==> src/rtl/mdu_iterative.sv <==
// Iterative MIPS32 multiply/divide unit owning HI/LO.
// Shift-add multiply and restoring divide, 32 iterations plus a fix-up cycle.
module mdu_iterative #(
  parameter int XLEN = 32
) (
  input  logic            clk,
  input  logic            rst,
  input  logic            start,
  input  logic [1:0]      md_op,
  input  logic [XLEN-1:0] a,
  input  logic [XLEN-1:0] b,
  input  logic            mthi,
  input  logic            mtlo,
  output logic            busy,
  output logic            done,
  output logic            div_by_zero,
  output logic [XLEN-1:0] hi,
  output logic [XLEN-1:0] lo
);

  typedef enum logic [1:0] {
    IDLE,
    CALC,
    FIN
  } state_t;

  state_t            state;
  logic [5:0]        cnt;
  logic              is_div;
  logic              dz;
  logic              neg_q;
  logic              neg_r;
  logic [XLEN-1:0]   a_raw;
  logic [XLEN-1:0]   opb;
  logic [XLEN-1:0]   quo;
  logic [XLEN:0]     rem;
  logic [2*XLEN-1:0] prod;
  logic [2*XLEN-1:0] mcand;

  logic              sgn;
  logic [XLEN-1:0]   mag_a;
  logic [XLEN-1:0]   mag_b;
  logic [XLEN:0]     rem_sh;
  logic [XLEN+1:0]   diff;
  logic [XLEN-1:0]   rem_lo;

  // Operand magnitudes and one restoring-divide step.
  assign sgn    = ~md_op[0];
  assign mag_a  = (sgn && a[XLEN-1]) ? (~a + 1'b1) : a;
  assign mag_b  = (sgn && b[XLEN-1]) ? (~b + 1'b1) : b;
  assign rem_sh = {rem[XLEN-1:0], quo[XLEN-1]};
  assign diff   = {1'b0, rem_sh} - {2'b00, opb};
  assign rem_lo = rem[XLEN-1:0];

  // Control FSM with registered datapath and outputs.
  always_ff @(posedge clk or posedge rst) begin
    if (rst) begin
      state       <= IDLE;
      cnt         <= '0;
      is_div      <= 1'b0;
      dz          <= 1'b0;
      neg_q       <= 1'b0;
      neg_r       <= 1'b0;
      a_raw       <= '0;
      opb         <= '0;
      quo         <= '0;
      rem         <= '0;
      prod        <= '0;
      mcand       <= '0;
      busy        <= 1'b0;
      done        <= 1'b0;
      div_by_zero <= 1'b0;
      hi          <= '0;
      lo          <= '0;
    end else begin
      done        <= 1'b0;
      div_by_zero <= 1'b0;
      unique case (state)
        IDLE: begin
          if (start) begin
            is_div <= md_op[1];
            dz     <= md_op[1] && (b == '0);
            neg_q  <= sgn & (a[XLEN-1] ^ b[XLEN-1]);
            neg_r  <= sgn & a[XLEN-1];
            a_raw  <= a;
            opb    <= mag_b;
            quo    <= mag_a;
            rem    <= '0;
            prod   <= '0;
            mcand  <= {{XLEN{1'b0}}, mag_a};
            cnt    <= '0;
            busy   <= 1'b1;
            state  <= CALC;
          end else begin
            if (mthi) hi <= a;
            if (mtlo) lo <= a;
          end
        end
        CALC: begin
          if (is_div) begin
            rem <= diff[XLEN+1] ? rem_sh : diff[XLEN:0];
            quo <= {quo[XLEN-2:0], ~diff[XLEN+1]};
          end else begin
            if (opb[0]) prod <= prod + mcand;
            mcand <= mcand << 1;
            opb   <= opb >> 1;
          end
          cnt <= cnt + 6'd1;
          if (cnt == 6'd31) state <= FIN;
        end
        FIN: begin
          busy  <= 1'b0;
          done  <= 1'b1;
          state <= IDLE;
          if (is_div) begin
            if (dz) begin
              hi          <= a_raw;
              lo          <= '1;
              div_by_zero <= 1'b1;
            end else begin
              lo <= neg_q ? (~quo + 1'b1) : quo;
              hi <= neg_r ? (~rem_lo + 1'b1) : rem_lo;
            end
          end else begin
            {hi, lo} <= neg_q ? (~prod + 1'b1) : prod;
          end
        end
        default: state <= IDLE;
      endcase
    end
  end

endmodule

==> config.mk <==
export PLATFORM = sky130hd
export DESIGN_NAME = mdu_iterative
export DESIGN_NICKNAME = d
export VERILOG_FILES = /design/src/rtl/mdu_iterative.sv
export SDC_FILE = /design/constraint.sdc
export NUM_CORES = 1
export LEC_CHECK = 0
export CAP_MARGIN = 20
export CORE_MARGIN = 4
export CORE_UTILIZATION = 47
export CTS_CLUSTER_SIZE = 8
export DETAILED_ROUTE_END_ITERATION = 7
export GPL_TIMING_DRIVEN = 0
export PLACE_DENSITY = 0.65
export SYNTH_ARGS = -nofsm -noshare
export SYNTH_HDL_FRONTEND = slang
export SYNTH_SLANG_ARGS = --single-unit
==> constraint.sdc <==
create_clock -name clk -period 15 [get_ports clk]
set_input_delay 2.25 -clock clk [delete_from_list [all_inputs] [get_ports clk]]
set_output_delay 2.25 -clock clk [all_outputs]
set_load 0.005 [all_outputs]
## After elaboration in Yosys (flattened, before gate mapping)

Cells that the tools add are included.

- Input bits: 71
- Bits in registers: 335

- Muxes and demuxes: 43
- Reduce and logical (&&, ||, !) cells: 16
- Bitwise gates (word level): 10
- Eq/ne operators: 11
- Add/sub/neg operators: 8

Operator list:

| cell | number |
|---|---|
| two-way mux 32 bit | 19 |
| two-way mux 64 bit | 6 |
| one-hot mux 32 bit (2 select lines) | 5 |
| one-hot mux 64 bit (2 select lines) | 2 |
| adder 32 x 1 -> 32 bit, second input constant | 4 |
| NOT 32 bit | 4 |
| adder 64 x 1 -> 64 bit, second input constant | 1 |
| adder 64 bit | 1 |
| NOT 64 bit | 1 |
| subtractor 33 x 32 -> 34 bit | 1 |
| logical NOT 32 bit | 1 |
| != test 2 bit, second input constant | 8 |
| one-hot mux 6 bit (2 select lines) | 1 |
| AND reduction 3 bit | 4 |
| AND reduction 2 bit | 4 |
| adder 6 x 1 -> 6 bit, second input constant | 1 |
| equality test 6 x 5 -> 1 bit, second input constant | 1 |
| two-way mux 6 bit | 1 |
| two-way mux 1 bit | 5 |
| two-way mux 2 bit | 2 |
| one-hot mux 2 bit (2 select lines) | 1 |
| AND reduction 4 bit | 1 |
| nonzero test 2 bit | 2 |
| logical AND 1 bit | 3 |
| 7 further kinds | 9 |

## Depth between registers and ports, before layout

- Depth after elaboration: 6
- Depth in mapped cells: 13
- Mapped depth without buffers: 13

## Least setup slack after synthesis

Ideal clock, no wire load.

- Path type: input -> register
- From: input a[11]
- To: register quo[29]
- Data required time: 14871 ps
- Cell stages on the path: 10
- Data arrival time: 4708 ps
- Slack: 10163 ps
- Buffers on the path: 0
- Cells stage by stage: or3_4 -> or4b_1 -> or4b_1 -> or2_1 -> nand2b_4 -> o41ai_2 -> xor2_1 -> nand2_1 -> o21ai_1 -> o21ai_1

- Cells in the longest elaborated chain, start to end: 5

RTL lines:

| item | RTL line | text |
|---|---|---|
| start, declared | 10 | `input logic [XLEN-1:0] a,` |
| NOT 32 bit | 49 | `assign mag_a = (sgn && a[XLEN-1]) ? (~a + 1'b1) : a;` |
| adder 32 x 1 -> 32 bit | 49 |  |
| two-way mux 32 bit | 49 |  |
| two-way mux 32 bit | 80 | `if (start) begin` |
| one-hot mux 32 bit (2 select lines) | 78 | `unique case (state)` |
| end signal, assigned | 87 | `quo <= mag_a;` |
| end signal, assigned | 102 | `quo <= {quo[XLEN-2:0], ~diff[XLEN+1]};` |
| end, declared | 35 | `logic [XLEN-1:0] quo;` |

Every way passes these cells. The select of a mux whose other input is x is not followed.
A chain may end at the register's enable or synchronous reset.

## Final worst setup path

- From: input a[11]
- To: register quo[28]

Same word-level chain as after synthesis.

==> results.ini <==
[synth]
synth_ff_type = dfrtp_1
yosysTopAreaCell = dfrtp_1
synth_nets = 3037
ys_types = 77
syn_inst = 2863
avgSynthCellArea_um2 = 8.236
syn_area_um2 = 23580
ys_warn_count = 0
synth_seq_cells = 335
synth_top_area_share_pct = 35.55
synth-edff-count = 0
ys_seq_area_share_pct = 35.55
synthArstFlopShare_pct = 100.0
yosys-top-cells-area = dfrtp_1 36%, o21ai_0 7.8%, nand2_1 6.4%, xnor2_1 6.2%, ha_1 5.4%

[clock_network]
cts_setup_buffers = 0
cts_resized = 0
cts-root-buf = clkbuf_16
cts_hold_buf = 0
htreeDepth = 2
cts_tree = done
insertion_delay_ns = 0.59
clockBufferDepth = 3
cts_buffers = 47
cts.sinks = 335
clkTransAtPathRegs_ns = 0.05

[global_route]
grt_pass1_vias = 22983
antenna_found_initial = 2
globalRouteOverflowTotal = 0
grt_max_degree = 120
grt_pass1_wl_mm = 143.2
grt_util_all_layers_pct = 34.82

[pwr]
p_int_mw = 2.572
pwr-share-clk_pct = 21.1
power.density_nw_per_um2 = 171.1
pwr-share-comb_pct = 47.9
p_sw_mw = 2.057
swShare_pct = 44.43
ir_drop_v = 0.0001085
seqPwrFrac_pct = 31.0
leakage_nw = 11.11

[final_layout]
final_common_cell = nand2_1
nets = 3220
nFillCells = 4696
syn_to_final_growth_pct = 14.77
layout-drive-gt1-share_pct = 3.642
mostFrequentLayoutCells = 399 x nand2_1, 369 x o21ai_0, 335 x dfrtp_1
fin_cells = 3714

[critical_path]
crit_path_cell_trace = clkdlybuf4s50_1, or3_4, or4b_1, or3_1, nor3_1, nand2_1, o31ai_1, xor2_1, nand2_1, o21ai_0, o21ai_0
rr_startpoint = mcand[0]$_DFFE_PP0P_
cp-start-kind = primary input
reg2reg_depth = 13
critPathTopFamily = simple AND/OR/NAND/NOR gates
cp_num_buf_inv = 1
endpoint_kind = register
cp_slowest_cell = clkdlybuf4s50_1
critPathRequiredTime_ns = 15.45
r2r_setup_slack_ns = 10.36
critPathMaxStageDelay_ns = 0.69
arrival_ns = 6.04
cp_max_fo = 5
crit_type = primary input to register
r2r-end = prod[60]$_DFFE_PP0P_

[detailed_routing]
drc = 0
dr_total_vias = 23628
drt-pass1-iter-count = 6
post_drt_wl_per_cell_um = 25.64
drt-total-wl_mm = 95.21
drt_iter0_drc = 2786
antenna_left = 0
vias_per_cell = 6.362

[floorplan]
die_area_um2 = 53820
die_x_um = 232.0
core_um2 = 49250
num_io_pins = 138
num_rows = 81
initial_core_util_pct = 47.87
die_h_um = 232.0

[hold_path]
hold_path.class = register to register
min_path_cells = 2
min_from = a_raw[17]$_DFFE_PP0P_
holdPathEnd = a_raw[17]$_DFFE_PP0P_

[run_status]
outcome = finished clean

[timing]
slew_violations = 0
period_share_pct = 37.25
fmax_mhz = 179.0
final.min_clock_period_ns = 5.588
worstMarginPinSlew_ns = 1.121
setup_violations = 0
setup_slack_ns = 9.412
hold_viol_final = 0
relSlewSlack_pct = 25.24
finalClockSkew_ns = 0.02203
rsz0062_at_grt = false

[placement]
placedCellCount = 3660
io_buffers = 128
hpwlAfterDp_mm = 73.44
gp_congestion = 1.009
dpl_worst_slack_ns = 8.910

[run]
maxCapViolCount = 0

==> power groups by stage <==
stage / Sequential [mW] / Combinational [mW] / Clock [mW]
global placement: 1.43 / 2.13 / 0
global route: 1.46 / 2.45 / 1.02
detailed placement: 1.44 / 2.17 / 0
finish: 1.43 / 2.22 / 0.978
CTS: 1.42 / 2.19 / 0.986
floorplan: 1.31 / 1.66 / 0
==> metrics by stage <==
stage | area (µm²) | utilization, % | setup TNS, ns | hold slack (ns) | power [mW]
4_1_cts | 27040 | 54.90 | 0 | 0.4758 | 4.596
5_1_grt | 27060 | 54.93 | 0 | 0.4907 | 4.928
3_5_place_dp | 25810 | 52.41 | 0 | 0.4633 | 3.604
6_report | 27060 | 54.94 | 0 | 0.4750 | 4.629
3_3_place_gp | 25690 | 52.16 | -315.57 | 0.4579 | 3.559
2_1_floorplan | 23580 | - | 0 | 0.4454 | 2.967
==> sequential cells by signal (all words and copies together), names as in the netlist <==
name and flops:
opb 32, a_raw 32, cnt 6, neg_r 1, busy 1, is_div 1, rem 32, neg_q 1
done 1, prod 64, div_by_zero 1, dz 1, hi 32, lo 32, mcand 64, state 2
quo 32
==> cells in the mapped netlist, types with 15 or more instances <==
cell	count
a211oi_1	15
a21o_1	47
a21oi_1	208
a221oi_1	15
a22o_1	37
a31oi_1	17
buf_1	21
clkbuf_1	146
dfrtp_1	335
ha_1	101
inv_1	80
mux2i_1	46
nand2_1	399
nand2b_1	27
nand3_1	98
nand4_1	28
nor2_1	148
nor3_1	35
nor4_1	15
o211ai_1	32
o21a_1	20
o21ai_0	369
o21bai_1	23
o22ai_1	53
o31ai_1	53
o41ai_1	30
or3_1	19
or4_1	24
xnor2_1	167
xor2_1	94
==> tightest hold or removal path, delay by kind of cell (launching register included) <==
kind	cells	cell delay (ns)
flip-flops	1	0.34
AND/OR/NAND/NOR	2	0.10
==> cell families (layout without fill, tap and decap cells) <==
group           Yosys count  count (layout)  share of synthesized area [%]
buf+inv                 254             439                          4.091
other cells               0               2                              0
flops                   335             335                          35.55
fa+ha+maj               103             103                          5.529
xor+xnor                261             261                          9.694
mux                      50              50                          2.144
simple gates            867             867                          17.10
compound gates          993             993                          25.89
==> layer usage <==
| layer | up-vias | share of wire (%) | routed length, µm | track usage (%) |
|---|---|---|---|---|
| li1 | 10694 | - | - | - |
| met1 | 11561 | 42 | 40090 | 48.08 |
| met2 | 1143 | 43 | 41410 | 53.17 |
| met3 | 230 | 8.9 | 8516 | 6.097 |
| met4 | 0 | 5.5 | 5196 | 16.74 |
| met5 | - | 0 | 0 | 0 |
==> cell type report <==
| cell class | instances | area, µm² | area share, % |
|---|---|---|---|
| clock inverter | 2 | 25.02 | 0.09247 |
| clock buffer | 49 | 1205 | 4.452 |
| antenna | 2 | 5.005 | 0.01849 |
| timing repair buffer | 134 | 1409 | 5.206 |
| multi-input combinational | 2274 | 14230 | 52.59 |
| buffer | 174 | 664.4 | 2.455 |
| tap | 664 | 830.8 | 3.070 |
| inverter | 80 | 307.8 | 1.137 |
| sequential | 335 | 8383 | 30.98 |
==> worst max path at each step <==
stage	slack, ns	to	cells past startpoint	from
after floorplan	3.47	a_raw[0]$_DFFE_PP0P_	1	rst
after global placement	-1.00	mcand[54]$_DFFE_PP0P_	2	rst
after detailed placement	8.91	quo[30]$_DFFE_PP0P_	11	a[11]
after CTS	9.52	quo[30]$_DFFE_PP0P_	11	a[11]
after global routing	9.30	quo[30]$_DFFE_PP0P_	11	a[9]
final	9.41	quo[28]$_DFFE_PP0P_	11	a[11]
Note: power is estimated with default switching activity, not from simulation.
